[src/rtl/mem_store_align.sv]
// MEM-stage data access unit: packs stores into byte lanes with strobes, extends loads,
// and runs the sram-like req/addr_ok/data_ok handshake with misalignment trapping.
module mem_store_align #(
    parameter int ADDR_W      = 32,
    parameter int CHECK_ALIGN = 1
) (
    input  logic              clk,
    input  logic              resetn,
    input  logic              req_valid,
    output logic              req_ready,
    input  logic              req_we,
    input  logic [1:0]        req_size,
    input  logic              req_unsigned,
    input  logic [ADDR_W-1:0] req_addr,
    input  logic [31:0]       req_wdata,
    input  logic              flush,
    output logic              data_req,
    output logic              data_wr,
    output logic [1:0]        data_size,
    output logic [ADDR_W-1:0] data_addr,
    output logic [31:0]       data_wdata,
    output logic [3:0]        data_wstrb,
    input  logic              data_addr_ok,
    input  logic              data_data_ok,
    input  logic [31:0]       data_rdata,
    output logic              resp_valid,
    output logic [31:0]       resp_rdata,
    output logic              resp_adel,
    output logic              resp_ades
);

    typedef enum logic [1:0] {S_IDLE, S_REQ, S_WAIT, S_RESP} state_t;

    function automatic logic [3:0] store_strb(input logic [1:0] size, input logic [1:0] a);
        case (size)
            2'b00:   return 4'b0001 << a;
            2'b01:   return a[1] ? 4'b1100 : 4'b0011;
            default: return 4'b1111;
        endcase
    endfunction

    function automatic logic [31:0] store_lanes(input logic [1:0] size, input logic [31:0] d);
        case (size)
            2'b00:   return {4{d[7:0]}};
            2'b01:   return {2{d[15:0]}};
            default: return d;
        endcase
    endfunction

    function automatic logic [31:0] load_extend(input logic [1:0] size, input logic uns,
                                                input logic [1:0] a, input logic [31:0] rd);
        logic signed [7:0]  b;
        logic signed [15:0] h;
        b = rd[{a, 3'b000} +: 8];
        h = rd[{a[1], 4'b0000} +: 16];
        case (size)
            2'b00:   return uns ? {24'b0, b} : 32'(b);
            2'b01:   return uns ? {16'b0, h} : 32'(h);
            default: return rd;
        endcase
    endfunction

    state_t            state_q, state_d;
    logic              cancel_q, cancel_d;
    logic              wr_q, wr_d;
    logic [1:0]        size_q, size_d;
    logic              uns_q, uns_d;
    logic [ADDR_W-1:0] addr_q, addr_d;
    logic [31:0]       wdata_q, wdata_d;
    logic [3:0]        wstrb_q, wstrb_d;
    logic              data_req_q, data_req_d;
    logic              resp_valid_q, resp_valid_d;
    logic [31:0]       resp_rdata_q, resp_rdata_d;
    logic              adel_q, adel_d;
    logic              ades_q, ades_d;

    logic              misaligned;
    logic              done;
    logic [ADDR_W-1:0] addr_fix;

    always_comb begin
        state_d      = state_q;
        cancel_d     = cancel_q;
        wr_d         = wr_q;
        size_d       = size_q;
        uns_d        = uns_q;
        addr_d       = addr_q;
        wdata_d      = wdata_q;
        wstrb_d      = wstrb_q;
        data_req_d   = data_req_q;
        resp_valid_d = 1'b0;
        resp_rdata_d = '0;
        adel_d       = 1'b0;
        ades_d       = 1'b0;
        done         = 1'b0;

        misaligned = 1'b0;
        addr_fix   = req_addr;
        if (CHECK_ALIGN != 0) begin
            misaligned = (req_size == 2'b01 && req_addr[0]) ||
                         (req_size[1] && req_addr[1:0] != 2'b00);
        end else if (req_size == 2'b01) begin
            addr_fix[0] = 1'b0;
        end else if (req_size[1]) begin
            addr_fix[1:0] = 2'b00;
        end

        case (state_q)
            S_IDLE: begin
                if (req_valid && !flush) begin
                    wr_d    = req_we;
                    size_d  = req_size;
                    uns_d   = req_unsigned;
                    addr_d  = addr_fix;
                    wdata_d = store_lanes(req_size, req_wdata);
                    wstrb_d = req_we ? store_strb(req_size, addr_fix[1:0]) : 4'b0000;
                    if (misaligned) begin
                        state_d      = S_RESP;
                        resp_valid_d = 1'b1;
                        adel_d       = !req_we;
                        ades_d       = req_we;
                    end else begin
                        state_d    = S_REQ;
                        data_req_d = 1'b1;
                    end
                end
            end
            // The bus request cannot be withdrawn once raised; a flush only marks it cancelled.
            S_REQ: begin
                cancel_d = cancel_q | flush;
                if (data_addr_ok) begin
                    data_req_d = 1'b0;
                    state_d    = S_WAIT;
                    done       = data_data_ok;
                end
            end
            S_WAIT: begin
                cancel_d = cancel_q | flush;
                done     = data_data_ok;
            end
            default: state_d = S_IDLE;
        endcase

        if (done) begin
            cancel_d = 1'b0;
            if (cancel_q || flush) begin
                state_d = S_IDLE;
            end else begin
                state_d      = S_RESP;
                resp_valid_d = 1'b1;
                resp_rdata_d = wr_q ? 32'h0 : load_extend(size_q, uns_q, addr_q[1:0], data_rdata);
            end
        end
    end

    always_ff @(posedge clk) begin
        if (!resetn) begin
            state_q      <= S_IDLE;
            cancel_q     <= 1'b0;
            wr_q         <= 1'b0;
            size_q       <= 2'b00;
            uns_q        <= 1'b0;
            addr_q       <= '0;
            wdata_q      <= '0;
            wstrb_q      <= '0;
            data_req_q   <= 1'b0;
            resp_valid_q <= 1'b0;
            resp_rdata_q <= '0;
            adel_q       <= 1'b0;
            ades_q       <= 1'b0;
        end else begin
            state_q      <= state_d;
            cancel_q     <= cancel_d;
            wr_q         <= wr_d;
            size_q       <= size_d;
            uns_q        <= uns_d;
            addr_q       <= addr_d;
            wdata_q      <= wdata_d;
            wstrb_q      <= wstrb_d;
            data_req_q   <= data_req_d;
            resp_valid_q <= resp_valid_d;
            resp_rdata_q <= resp_rdata_d;
            adel_q       <= adel_d;
            ades_q       <= ades_d;
        end
    end

    assign req_ready  = (state_q == S_IDLE);
    assign data_req   = data_req_q;
    assign data_wr    = wr_q;
    assign data_size  = size_q;
    assign data_addr  = addr_q;
    assign data_wdata = wdata_q;
    assign data_wstrb = wstrb_q;
    // A late flush kills the completion pulse in its only cycle.
    assign resp_valid = resp_valid_q & !flush;
    assign resp_rdata = flush ? 32'h0 : resp_rdata_q;
    assign resp_adel  = adel_q & !flush;
    assign resp_ades  = ades_q & !flush;

endmodule

[config.mk]
export PLATFORM = sky130hd
export DESIGN_NAME = mem_store_align
export DESIGN_NICKNAME = d
export VERILOG_FILES = /design/src/rtl/mem_store_align.sv
export SDC_FILE = /design/constraint.sdc
export NUM_CORES = 1
export LEC_CHECK = 0
export CAP_MARGIN = 20
export CORE_MARGIN = 3
export CORE_UTILIZATION = 44
export CTS_BUF_LIST = sky130_fd_sc_hd__clkbuf_2
export DETAILED_ROUTE_END_ITERATION = 8
export GPL_TIMING_DRIVEN = 1
export PLACE_DENSITY = 0.93
export REMOVE_ABC_BUFFERS = 1
export SKIP_CTS_REPAIR_TIMING = 1
export SLEW_MARGIN = 30
export SYNTH_ARGS = -nofsm -noshare
export SYNTH_HDL_FRONTEND = slang
export SYNTH_SLANG_ARGS = --single-unit
[constraint.sdc]
create_clock -name clk -period 2.4 [get_ports clk]
set_clock_uncertainty 0.15 [all_clocks]
set_input_delay 0.48 -clock clk [delete_from_list [all_inputs] [get_ports clk]]
set_output_delay 0.48 -clock clk [all_outputs]
set_load 0.02 [all_outputs]
==> out/results.tsv <==
metric	value	unit
fin nets	913	
Clk pwr share	16.3	%
global routing's busiest layer	met2	
XOR/XNOR share of the synthesized area	0	%
post-synthesis compound-gate area fraction	21.6	%
WL/cell	16.3	um
Post-synth EDFFs	0	
post-synthesis mux area share	5.69	%
critical path's largest stage delay	0.62	ns
final period utilization	94.9	%
Yosys cell types	45	
placed inst area	7380	um^2
Pint	2.94	mW
initial antenna violation count	0	
Min Hold Slack	0.261	ns
Root Driver	clkbuf_2	
mapped cell area	5040	um^2
# port buffers	213	
top cell type by total area after synthesis	dfxtp_1	
async set-reset flop share out of synthesis	0	%
Total Negative Setup Slacks	0	ns
GR Util met3	8.61	%
aggregate global-route resource usage	23.6	%
WP data arrival	1.65	ns
Total Power	4.55	mW
slowest CP cell	clkdlybuf4s50_1	
Buf/Inv on CP	1	
Hold Crit Depth	3	
placed insts	931	
Avg Synthesized Cell Area	8.38	um^2
first-pass GRT wire length	24.5	mm
TritonCTS buffer count	9	
layout cells sized above 1	6.81	%
max-cap violations	0	
Antenna Nets Post-Route	0	
Leakage Power	3.67	nW
Hold Vio Cnt, Final	0	
synthesis-stage register bit count	111	
CTS tree	built	
Final Wtd Congestion	0.848	
Worst setup SP type	flip-flop	
top cells by area, synth	dfxtp_1 (44%), nand2_1 (13%), mux2i_1 (5.2%)	
H-tree levels	3	
kind of end point of the critical path	output pin	
Layout area overhead	50.6	%
pwr dens	600	nW/um^2
cells after synthesis	601	
family with the most delay on the worst path	buffers and inverters	
vias in the first global route	5035	
worst slew pin tran	0.529	ns
cells on worst reg2reg path	7	
Rel. slew slack	64.7	%
diodes inserted	0	
Seq pwr share	46.6	%
largest net degree at the start of global routing	55	
Worst-path clk slew	0.28	ns
crit path time final	2.28	ns
drt drc	0	
CP required	1.77	ns
via count	4999	
vias per cell	5.27	
Commonest cells post-synth	nand2_1 (169), dfxtp_1 (111), nor2b_1 (38)	
Peak VDD IR	0.393	mV
# IOs	214	
Core Footprint	11000	um^2
Critical Path Fanout Max	6	
register area share after synthesis	44.1	%
drt total wl	15.5	mm
CTS Sinks	111	
Die H	113	um
clock buffer depth	2	
Sw Ratio	35.5	%
Yosys top cell area share	44.1	%
CP Depth	1	
RSZ-0062 raised after global routing	no	
worst skew pair latency	0.56	ns
number of max-slew violations in the final report	0	
grt met1 use	26.4	%
dominant cell by count in the synthesized netlist	nand2_1	
post-layout instance area	7580	um^2
met2 GRT Util	41.9	%
Syn. warnings	0	
Die X	113	um
status	complete, no violations	
remaining global-route overflow	0	
HPWL Detailed	11.8	mm
main combinational cell family by area after synthesis	simple AND/OR/NAND/NOR gates	
row count	38	
First-pass DRT Iterations	5	
Fmax	0.439	GHz
WS Path Type	flip-flop to output pin	
DR iter-0 viols	276	
combinational share of power	37.1	%
final non-filler cell total	948	
Simple-Gate Fraction of Synth Area	22.5	%
Hold WC Path Type	primary input to flip-flop	
critical path cell sequence	clkdlybuf4s50_1	
Psw	1.62	mW
Synth Area in Adders	0.994	%
# setup viols final	0	
Fillers	793	
Starting Density	45.7	%
Top FF cell, synth	dfxtp_1	
full die area	12800	um^2
-- power groups by stage --
stage | logic [mW] | clock network (mW) | registers [mW]
4_1_cts | 1.68 | 0.757 | 2.12
3_3_place_gp | 1.61 | 0 | 2.14
6_report | 1.69 | 0.742 | 2.12
2_1_floorplan | 0.670 | 0 | 2.32
5_1_grt | 1.83 | 0.836 | 2.14
3_5_place_dp | 1.67 | 0 | 2.16
-- tightest hold or removal path: cells and delay by family --
family	cells	cell delay, ns
buffers and inverters	1	0.39
and+or+nand+nor	1	0.05
AOI/OAI and AO/OA	1	0.05
-- state kept, by name, indices dropped and copies added, names as in the netlist --
| register | flops |
|---|---|
| adel_q | 1 |
| data_wdata | 32 |
| ades_q | 1 |
| cancel_q | 1 |
| resp_valid_q | 1 |
| data_addr | 32 |
| resp_rdata_q | 32 |
| data_wstrb | 4 |
| data_size | 2 |
| state_q | 2 |
| data_req | 1 |
| data_wr | 1 |
| uns_q | 1 |
-- per-stage QoR --
| stage | setup WS [ns] | utilization, % |
|---|---|---|
| 2_1_floorplan | -0.812 | - |
| 3_3_place_gp | -0.0829 | 66.9 |
| 3_5_place_dp | -0.111 | 66.9 |
| 4_1_cts | -0.364 | 67.7 |
| 5_1_grt | 0.00752 | 68.8 |
| 6_report | 0.123 | 68.8 |
-- cell type report --
type / instances / area (um^2) / area share [%]
clock buffers: 9 / 45.0 / 0.594
well taps: 140 / 175 / 2.31
inverters: 12 / 45.0 / 0.594
flip-flops and latches: 111 / 2230 / 29.4
clock inverters: 7 / 40.0 / 0.528
multi-input cells: 431 / 2560 / 33.8
repair buffers: 238 / 2490 / 32.8
-- layer usage --
layer  share of wire [%]  wire, um
met1                  39      5970
met2                  50      7680
met3                  10      1610
met4                 1.5       225
met5                   0         0
-- cell families after synthesis --
logic type               Yosys count
multiplexers                      28
adder cells (fa/ha/maj)            4
buffers and inverters             59
flip-flops                       111
AND/OR/NAND/NOR                  253
AO/OA/AOI/OAI                    146
-- placed cells by master (no fill, tap or decap), types with 2 or more instances in the layout --
| cell | n |
|---|---|
| clkinv_1 | 3 |
| dlymetal6s2s_1 | 38 |
| a21boi_0 | 25 |
| nor2_1 | 19 |
| clkinv_4 | 2 |
| a21oi_1 | 24 |
| a21boi_1 | 29 |
| dfxtp_1 | 109 |
| o211a_1 | 16 |
| nor2b_1 | 38 |
| nand2b_1 | 4 |
| buf_4 | 18 |
| inv_1 | 11 |
| ha_1 | 3 |
| nor3_1 | 3 |
| o21ai_0 | 23 |
| nor3b_1 | 2 |
| a211oi_1 | 7 |
| buf_12 | 6 |
| o21bai_1 | 2 |
| and3_1 | 2 |
| clkinv_2 | 3 |
| clkbuf_2 | 9 |
| nand3b_1 | 8 |
| a221oi_2 | 7 |
| dfxtp_4 | 2 |
| clkdlybuf4s50_1 | 174 |
| and2_1 | 3 |
| mux2i_1 | 26 |
| nand2_1 | 169 |
-- worst paths after layout --
check	startpoint	end	slack, ns
worst min-delay path	req_addr[18]	data_addr[18]	0.26
worst max register to register	state_q[0]	resp_rdata_q[2]	0.35
worst max-delay path	data_addr[0]	data_addr[0]	0.12
worst min register to register	data_addr[13]	data_addr[13]	0.32
No activity file was read; power rests on OpenSTA's default activity.
